--- config.mk ---
export PLATFORM = sky130hd
export DESIGN_NAME = i2c_txn_arbiter
export DESIGN_NICKNAME = d
export VERILOG_FILES = /design/src/rtl/i2c_txn_arbiter.sv
export SDC_FILE = /design/constraint.sdc
export NUM_CORES = 1
export LEC_CHECK = 0
export BUFFER_PORTS_ARGS = -buffer_cell sky130_fd_sc_hd__buf_2
export CORE_MARGIN = 5
export CORE_UTILIZATION = 30
export CTS_CLUSTER_DIAMETER = 150
export DETAILED_ROUTE_END_ITERATION = 7
export PLACE_DENSITY = 0.52
export SETUP_SLACK_MARGIN = 0.1
export SLEW_MARGIN = 20
export SYNTH_ARGS = -nofsm -noshare
export SYNTH_HDL_FRONTEND = slang
export SYNTH_SLANG_ARGS = --single-unit
--- constraint.sdc ---
create_clock -name clk -period 2.5 [get_ports clk]
set_clock_uncertainty 0.2 [all_clocks]
set_input_delay 0.25 -clock clk [delete_from_list [all_inputs] [get_ports clk]]
set_output_delay 0.25 -clock clk [all_outputs]
set_load 0.02 [all_outputs]
--- src/rtl/i2c_txn_arbiter.sv ---
// Round-robin sequencer that shares one single-byte I2C master among N_REQ requesters.
// It issues one transaction at a time, waits for completion or timeout, then returns the response.
module i2c_txn_arbiter #(
    parameter int N_REQ   = 4,
    parameter int TIMEOUT = 16383
) (
    input  logic                 clk,
    input  logic                 rst,
    input  logic [N_REQ-1:0]     req,
    input  logic [7*N_REQ-1:0]   req_addr,
    input  logic [N_REQ-1:0]     req_rw,
    input  logic [8*N_REQ-1:0]   req_wdata,
    output logic [N_REQ-1:0]     gnt,
    output logic [N_REQ-1:0]     rsp_valid,
    output logic [7:0]           rsp_rdata,
    output logic                 rsp_ack_err,
    output logic                 rsp_timeout,
    output logic                 m_newd,
    output logic                 m_op,
    output logic [6:0]           m_addr,
    output logic [7:0]           m_din,
    output logic                 m_abort,
    input  logic                 m_busy,
    input  logic                 m_done,
    input  logic                 m_ack_err,
    input  logic [7:0]           m_dout
);
    // state     | meaning
    // IDLE      | wait for a request while the master is free, pick winner
    // ISSUE     | grant + start strobe to the master (one cycle)
    // WAIT_DONE | wait for m_done, abort when the timeout counter expires
    // RESP      | one-cycle response pulse to the winner, grant dropped

    localparam int IW = (N_REQ > 1) ? $clog2(N_REQ) : 1;
    localparam int CW = $clog2(TIMEOUT + 1);
    localparam logic [CW-1:0] CNT_LAST = CW'(TIMEOUT - 1);

    typedef enum logic [1:0] {
        IDLE      = 2'd0,
        ISSUE     = 2'd1,
        WAIT_DONE = 2'd2,
        RESP      = 2'd3
    } state_t;

    state_t            state_q, state_d;
    logic [CW-1:0]     cnt_q, cnt_d;
    logic [IW-1:0]     last_q, last_d;
    logic [IW-1:0]     win_q, win_d;
    logic [N_REQ-1:0]  gnt_q, gnt_d;
    logic [N_REQ-1:0]  rsp_valid_q, rsp_valid_d;
    logic [7:0]        rsp_rdata_q, rsp_rdata_d;
    logic              rsp_ack_err_q, rsp_ack_err_d;
    logic              rsp_timeout_q, rsp_timeout_d;
    logic              m_newd_q, m_newd_d;
    logic              m_op_q, m_op_d;
    logic [6:0]        m_addr_q, m_addr_d;
    logic [7:0]        m_din_q, m_din_d;
    logic              m_abort_q, m_abort_d;

    logic [IW-1:0]     pick_idx;
    logic [IW:0]       rr_sum;

    // Scan from farthest to nearest after the last winner so the nearest asserted index wins.
    always_comb begin
        pick_idx = last_q;
        rr_sum   = '0;
        for (int k = N_REQ; k >= 1; k--) begin
            rr_sum = {1'b0, last_q} + (IW+1)'(k);
            if (rr_sum >= (IW+1)'(N_REQ)) begin
                rr_sum = rr_sum - (IW+1)'(N_REQ);
            end
            if (req[rr_sum[IW-1:0]]) begin
                pick_idx = rr_sum[IW-1:0];
            end
        end
    end

    always_comb begin
        state_d       = state_q;
        cnt_d         = cnt_q;
        last_d        = last_q;
        win_d         = win_q;
        gnt_d         = gnt_q;
        rsp_valid_d   = '0;
        rsp_rdata_d   = rsp_rdata_q;
        rsp_ack_err_d = rsp_ack_err_q;
        rsp_timeout_d = rsp_timeout_q;
        m_newd_d      = 1'b0;
        m_op_d        = m_op_q;
        m_addr_d      = m_addr_q;
        m_din_d       = m_din_q;
        m_abort_d     = 1'b0;

        case (state_q)
            IDLE: begin
                cnt_d = '0;
                if ((|req) && !m_busy) begin
                    win_d           = pick_idx;
                    gnt_d           = '0;
                    gnt_d[pick_idx] = 1'b1;
                    m_newd_d        = 1'b1;
                    m_op_d          = req_rw[pick_idx];
                    m_addr_d        = req_addr[7*pick_idx +: 7];
                    m_din_d         = req_wdata[8*pick_idx +: 8];
                    state_d         = ISSUE;
                end
            end
            ISSUE: begin
                cnt_d   = cnt_q + 1'b1;
                state_d = WAIT_DONE;
            end
            WAIT_DONE: begin
                cnt_d = cnt_q + 1'b1;
                // Completion takes precedence over a timeout landing in the same cycle.
                if (m_done) begin
                    rsp_rdata_d   = m_op_q ? m_dout : 8'h00;
                    rsp_ack_err_d = m_ack_err;
                    rsp_timeout_d = 1'b0;
                    rsp_valid_d   = gnt_q;
                    gnt_d         = '0;
                    state_d       = RESP;
                end else if (cnt_q == CNT_LAST) begin
                    m_abort_d     = 1'b1;
                    rsp_rdata_d   = 8'h00;
                    rsp_ack_err_d = 1'b0;
                    rsp_timeout_d = 1'b1;
                    rsp_valid_d   = gnt_q;
                    gnt_d         = '0;
                    state_d       = RESP;
                end
            end
            RESP: begin
                last_d  = win_q;
                cnt_d   = '0;
                state_d = IDLE;
            end
            default: begin
                state_d = IDLE;
            end
        endcase
    end

    always_ff @(posedge clk or posedge rst) begin
        if (rst) begin
            state_q       <= IDLE;
            cnt_q         <= '0;
            last_q        <= IW'(N_REQ - 1);
            win_q         <= '0;
            gnt_q         <= '0;
            rsp_valid_q   <= '0;
            rsp_rdata_q   <= '0;
            rsp_ack_err_q <= 1'b0;
            rsp_timeout_q <= 1'b0;
            m_newd_q      <= 1'b0;
            m_op_q        <= 1'b0;
            m_addr_q      <= '0;
            m_din_q       <= '0;
            m_abort_q     <= 1'b0;
        end else begin
            state_q       <= state_d;
            cnt_q         <= cnt_d;
            last_q        <= last_d;
            win_q         <= win_d;
            gnt_q         <= gnt_d;
            rsp_valid_q   <= rsp_valid_d;
            rsp_rdata_q   <= rsp_rdata_d;
            rsp_ack_err_q <= rsp_ack_err_d;
            rsp_timeout_q <= rsp_timeout_d;
            m_newd_q      <= m_newd_d;
            m_op_q        <= m_op_d;
            m_addr_q      <= m_addr_d;
            m_din_q       <= m_din_d;
            m_abort_q     <= m_abort_d;
        end
    end

    assign gnt         = gnt_q;
    assign rsp_valid   = rsp_valid_q;
    assign rsp_rdata   = rsp_rdata_q;
    assign rsp_ack_err = rsp_ack_err_q;
    assign rsp_timeout = rsp_timeout_q;
    assign m_newd      = m_newd_q;
    assign m_op        = m_op_q;
    assign m_addr      = m_addr_q;
    assign m_din       = m_din_q;
    assign m_abort     = m_abort_q;

endmodule

==> results.json <==
{
  "layout_commonest_cell": "buf_2",
  "io_pins": 117,
  "critPathTopFamily": "simple AND/OR/NAND/NOR gates",
  "vias": 2611,
  "initial_utilization_pct": 30.7,
  "gp_congestion": 0.733,
  "synthesis.nets": 390,
  "rsz0062_at_grt": "false",
  "clkTransAtPathRegs_ps": 110,
  "avgSynthCellArea_um2": 9.85,
  "timing.max_cap.violations": 0,
  "dp.cells": 541,
  "path_buf_inv": 0,
  "avgRoutedWirePerCell_um": 14.5,
  "via_per_inst": 4.69,
  "syn_inst": 303,
  "irDropWorstVdd_mv": 0.320,
  "synth.distinct_cells": 47,
  "power_density_mw_per_mm2": 993,
  "p_switching_uw": 1660,
  "die_y_um": 110,
  "area_growth_pct": 29.1,
  "drive_gt1_share_pct": 34.0,
  "tns_ps": 0,
  "drc": 0,
  "instances_no_fill": 557,
  "numPortBuffers": 116,
  "insertedDiodeCount": 0,
  "hp-class": "primary input to register",
  "seqPwrFrac_pct": 37.6,
  "sw_frac_of_total_pct": 43.5,
  "grt_usage_pct": 13.2,
  "wl_mm": 8.09,
  "die_w_um": 110,
  "synth_edf_count": 0,
  "required_ps": 2520,
  "clock_path_buffers": 2,
  "cts_setup_buffers": 0,
  "clock-sinks": 56,
  "worstSetupPathType": "register to register",
  "ys_seq_elements": 56,
  "drv_slew": 0,
  "cts_max_level": 2,
  "netlist_area_mm2": 0.00298,
  "report.final.hold_viol_count": 0,
  "nNetsFinal": 510,
  "max_freq_ghz": 0.469,
  "worstPathArrival_ps": 2150,
  "outcome": "completed",
  "cp_slowest_stage_delay_ps": 570,
  "min_path_cells": 3,
  "ant_nets": 0,
  "cp-start-kind": "register",
  "crit_fanout": 19,
  "r2r_cells": 4,
  "grt_max_degree": 34,
  "ys.flop_type": "dfrtp_1",
  "leakagePower_uw": 0.00189,
  "slew_headroom_pct": 60.8,
  "crit_chain": "or3b_1 > and3_4 > mux2i_1 > a211oi_1",
  "cts_buffers": 5,
  "p_clk_share_pct": 13.1,
  "worst_slew_pin_slew_ps": 588,
  "yosysWarningCount": 0,
  "dp_hpwl_mm": 6.00,
  "finalSetupViolCount": 0,
  "drt-initial-drc-count": 70,
  "core.rowCount": 36,
  "yosysSeqAreaShare_pct": 47.0,
  "cp.depth": 4,
  "core-area_mm2": 0.00973,
  "cts_root_buf": "clkbuf_8",
  "comb_power_share_pct": 49.3,
  "dr.pass1.iters": 4,
  "critPathCaptureType": "register",
  "post-route-period-util_pct": 85.3,
  "p_int_uw": 2160,
  "grt_pass1_wl_mm": 12.6,
  "die_area_mm2": 0.0120,
  "antenna_found_initial": 1,
  "tritoncts": "done",
  "overflow": 0,
  "clk_latency_ps": 310,
  "period_needed_ps": 2130,
  "cp_slowest_cell": "dfstp_2",
  "final_cell_mix": "116 x buf_2, 54 x dfrtp_1, 32 x a211oi_1",
  "synthArstFlopShare_pct": 100,
  "grt_pass1_vias": 2553
}
==> sequential cells by signal (all words and copies together), names as in the netlist <==
| name | count |
|---|---|
| cnt_q | 14 |
| m_din | 8 |
| rsp_rdata | 8 |
| m_addr | 7 |
| gnt | 4 |
| rsp_valid | 4 |
| last_q | 2 |
| state_q | 2 |
| win_q | 2 |
| m_abort | 1 |
| m_newd | 1 |
| m_op | 1 |
| rsp_ack_err | 1 |
| rsp_timeout | 1 |
==> cells in the mapped netlist (3+ instances only) <==
cell / instances / area share [%]
nor2b_1: 7 / 1.5
mux2i_1: 16 / 5.4
inv_1: 11 / 1.4
o21ai_0: 11 / 1.8
nor3_1: 17 / 2.9
a21oi_1: 3 / 0.50
xor2_1: 6 / 1.8
nand4_1: 4 / 0.84
clkbuf_1: 10 / 1.3
nand3_1: 11 / 1.8
mux2_2: 3 / 1.1
and2_1: 9 / 1.9
xnor2_1: 4 / 1.2
nor2_1: 29 / 3.6
ha_1: 6 / 2.5
o21ai_1: 6 / 1.0
nand2_1: 26 / 3.3
a211oi_1: 32 / 8.1
dfrtp_1: 54 / 45
==> final cells by class <==
class,count,area (µm²)
clock inverter,1,8.76
sequential,56,1400
inverter,11,41.3
multi-input combinational,218,1430
timing repair buffer,131,726
tap,133,166
clock buffer,7,76.3
fill,1052,5880
==> tightest hold or removal path: cells and delay by family <==
kind,cells,cell delay [ps]
simple gates,1,60
compound gates,1,70
buf+inv,1,90
==> worst paths after layout <==
| check | endpoint | from | slack, ps |
|---|---|---|---|
| setup / recovery | m_addr[0] | last_q[0] | 370 |
| hold / removal | rsp_rdata[5] | m_dout[5] | 6 |
| setup reg to reg | m_addr[0] | last_q[0] | 370 |
| hold reg to reg | rsp_rdata[0] | rsp_rdata[0] | 290 |
| max in group asynchronous | last_q[0] | rst | 1150 |
| min in group asynchronous | rsp_rdata[1] | rst | 320 |
==> stage by stage <==
step / total power (µW) / setup slack [ps] / instance area [µm²] / util [%] / hold slack [ps]
after floorplan: 2840 / 462 / 2980 / - / 205
after global placement: 3340 / 402 / 3680 / 37.8 / 131
after detailed placement: 3370 / 289 / 3680 / 37.8 / 131
after CTS: 3890 / 272 / 3840 / 39.5 / 2.01
after global routing: 4160 / 219 / 3850 / 39.6 / 16.7
final: 3830 / 367 / 3850 / 39.6 / 6.15
==> power groups by stage <==
stage / registers, µW / logic, µW / clock network [µW]
detailed placement: 1460 / 1910 / 0
floorplan: 1710 / 1130 / 0
CTS: 1440 / 1920 / 521
finish: 1440 / 1890 / 502
global placement: 1450 / 1890 / 0
global route: 1490 / 2110 / 550
==> layer usage <==
metal / up-vias / routed length [µm] / global-route usage [%]
met5: - / 7 / 0
met4: 2 / 125 / 4.10
met3: 10 / 453 / 2.70
met2: 62 / 4090 / 22.2
met1: 1228 / 3410 / 17.1
li1: 1309 / - / -
==> logic make-up (layout without fill, tap and decap cells) <==
logic type	count (synthesis)	count (layout)	synth area share [%]
buffers and inverters	29	150	5.32
AOI/OAI and AO/OA	63	63	14.9
DFF	56	56	47.0
adders and majority gates	6	6	2.52
xor gates and xnor gates	10	10	2.93
muxes	19	19	6.50
and+or+nand+nor	120	120	20.8
==> repair_timing <==
item                       in CTS  in global routing
hold buffers                    8                  0
resized for setup               0                  1
setup endpoints to repair       0                  7
hold endpoints to repair       30                  0
Power figures use the tool's default switching activity.
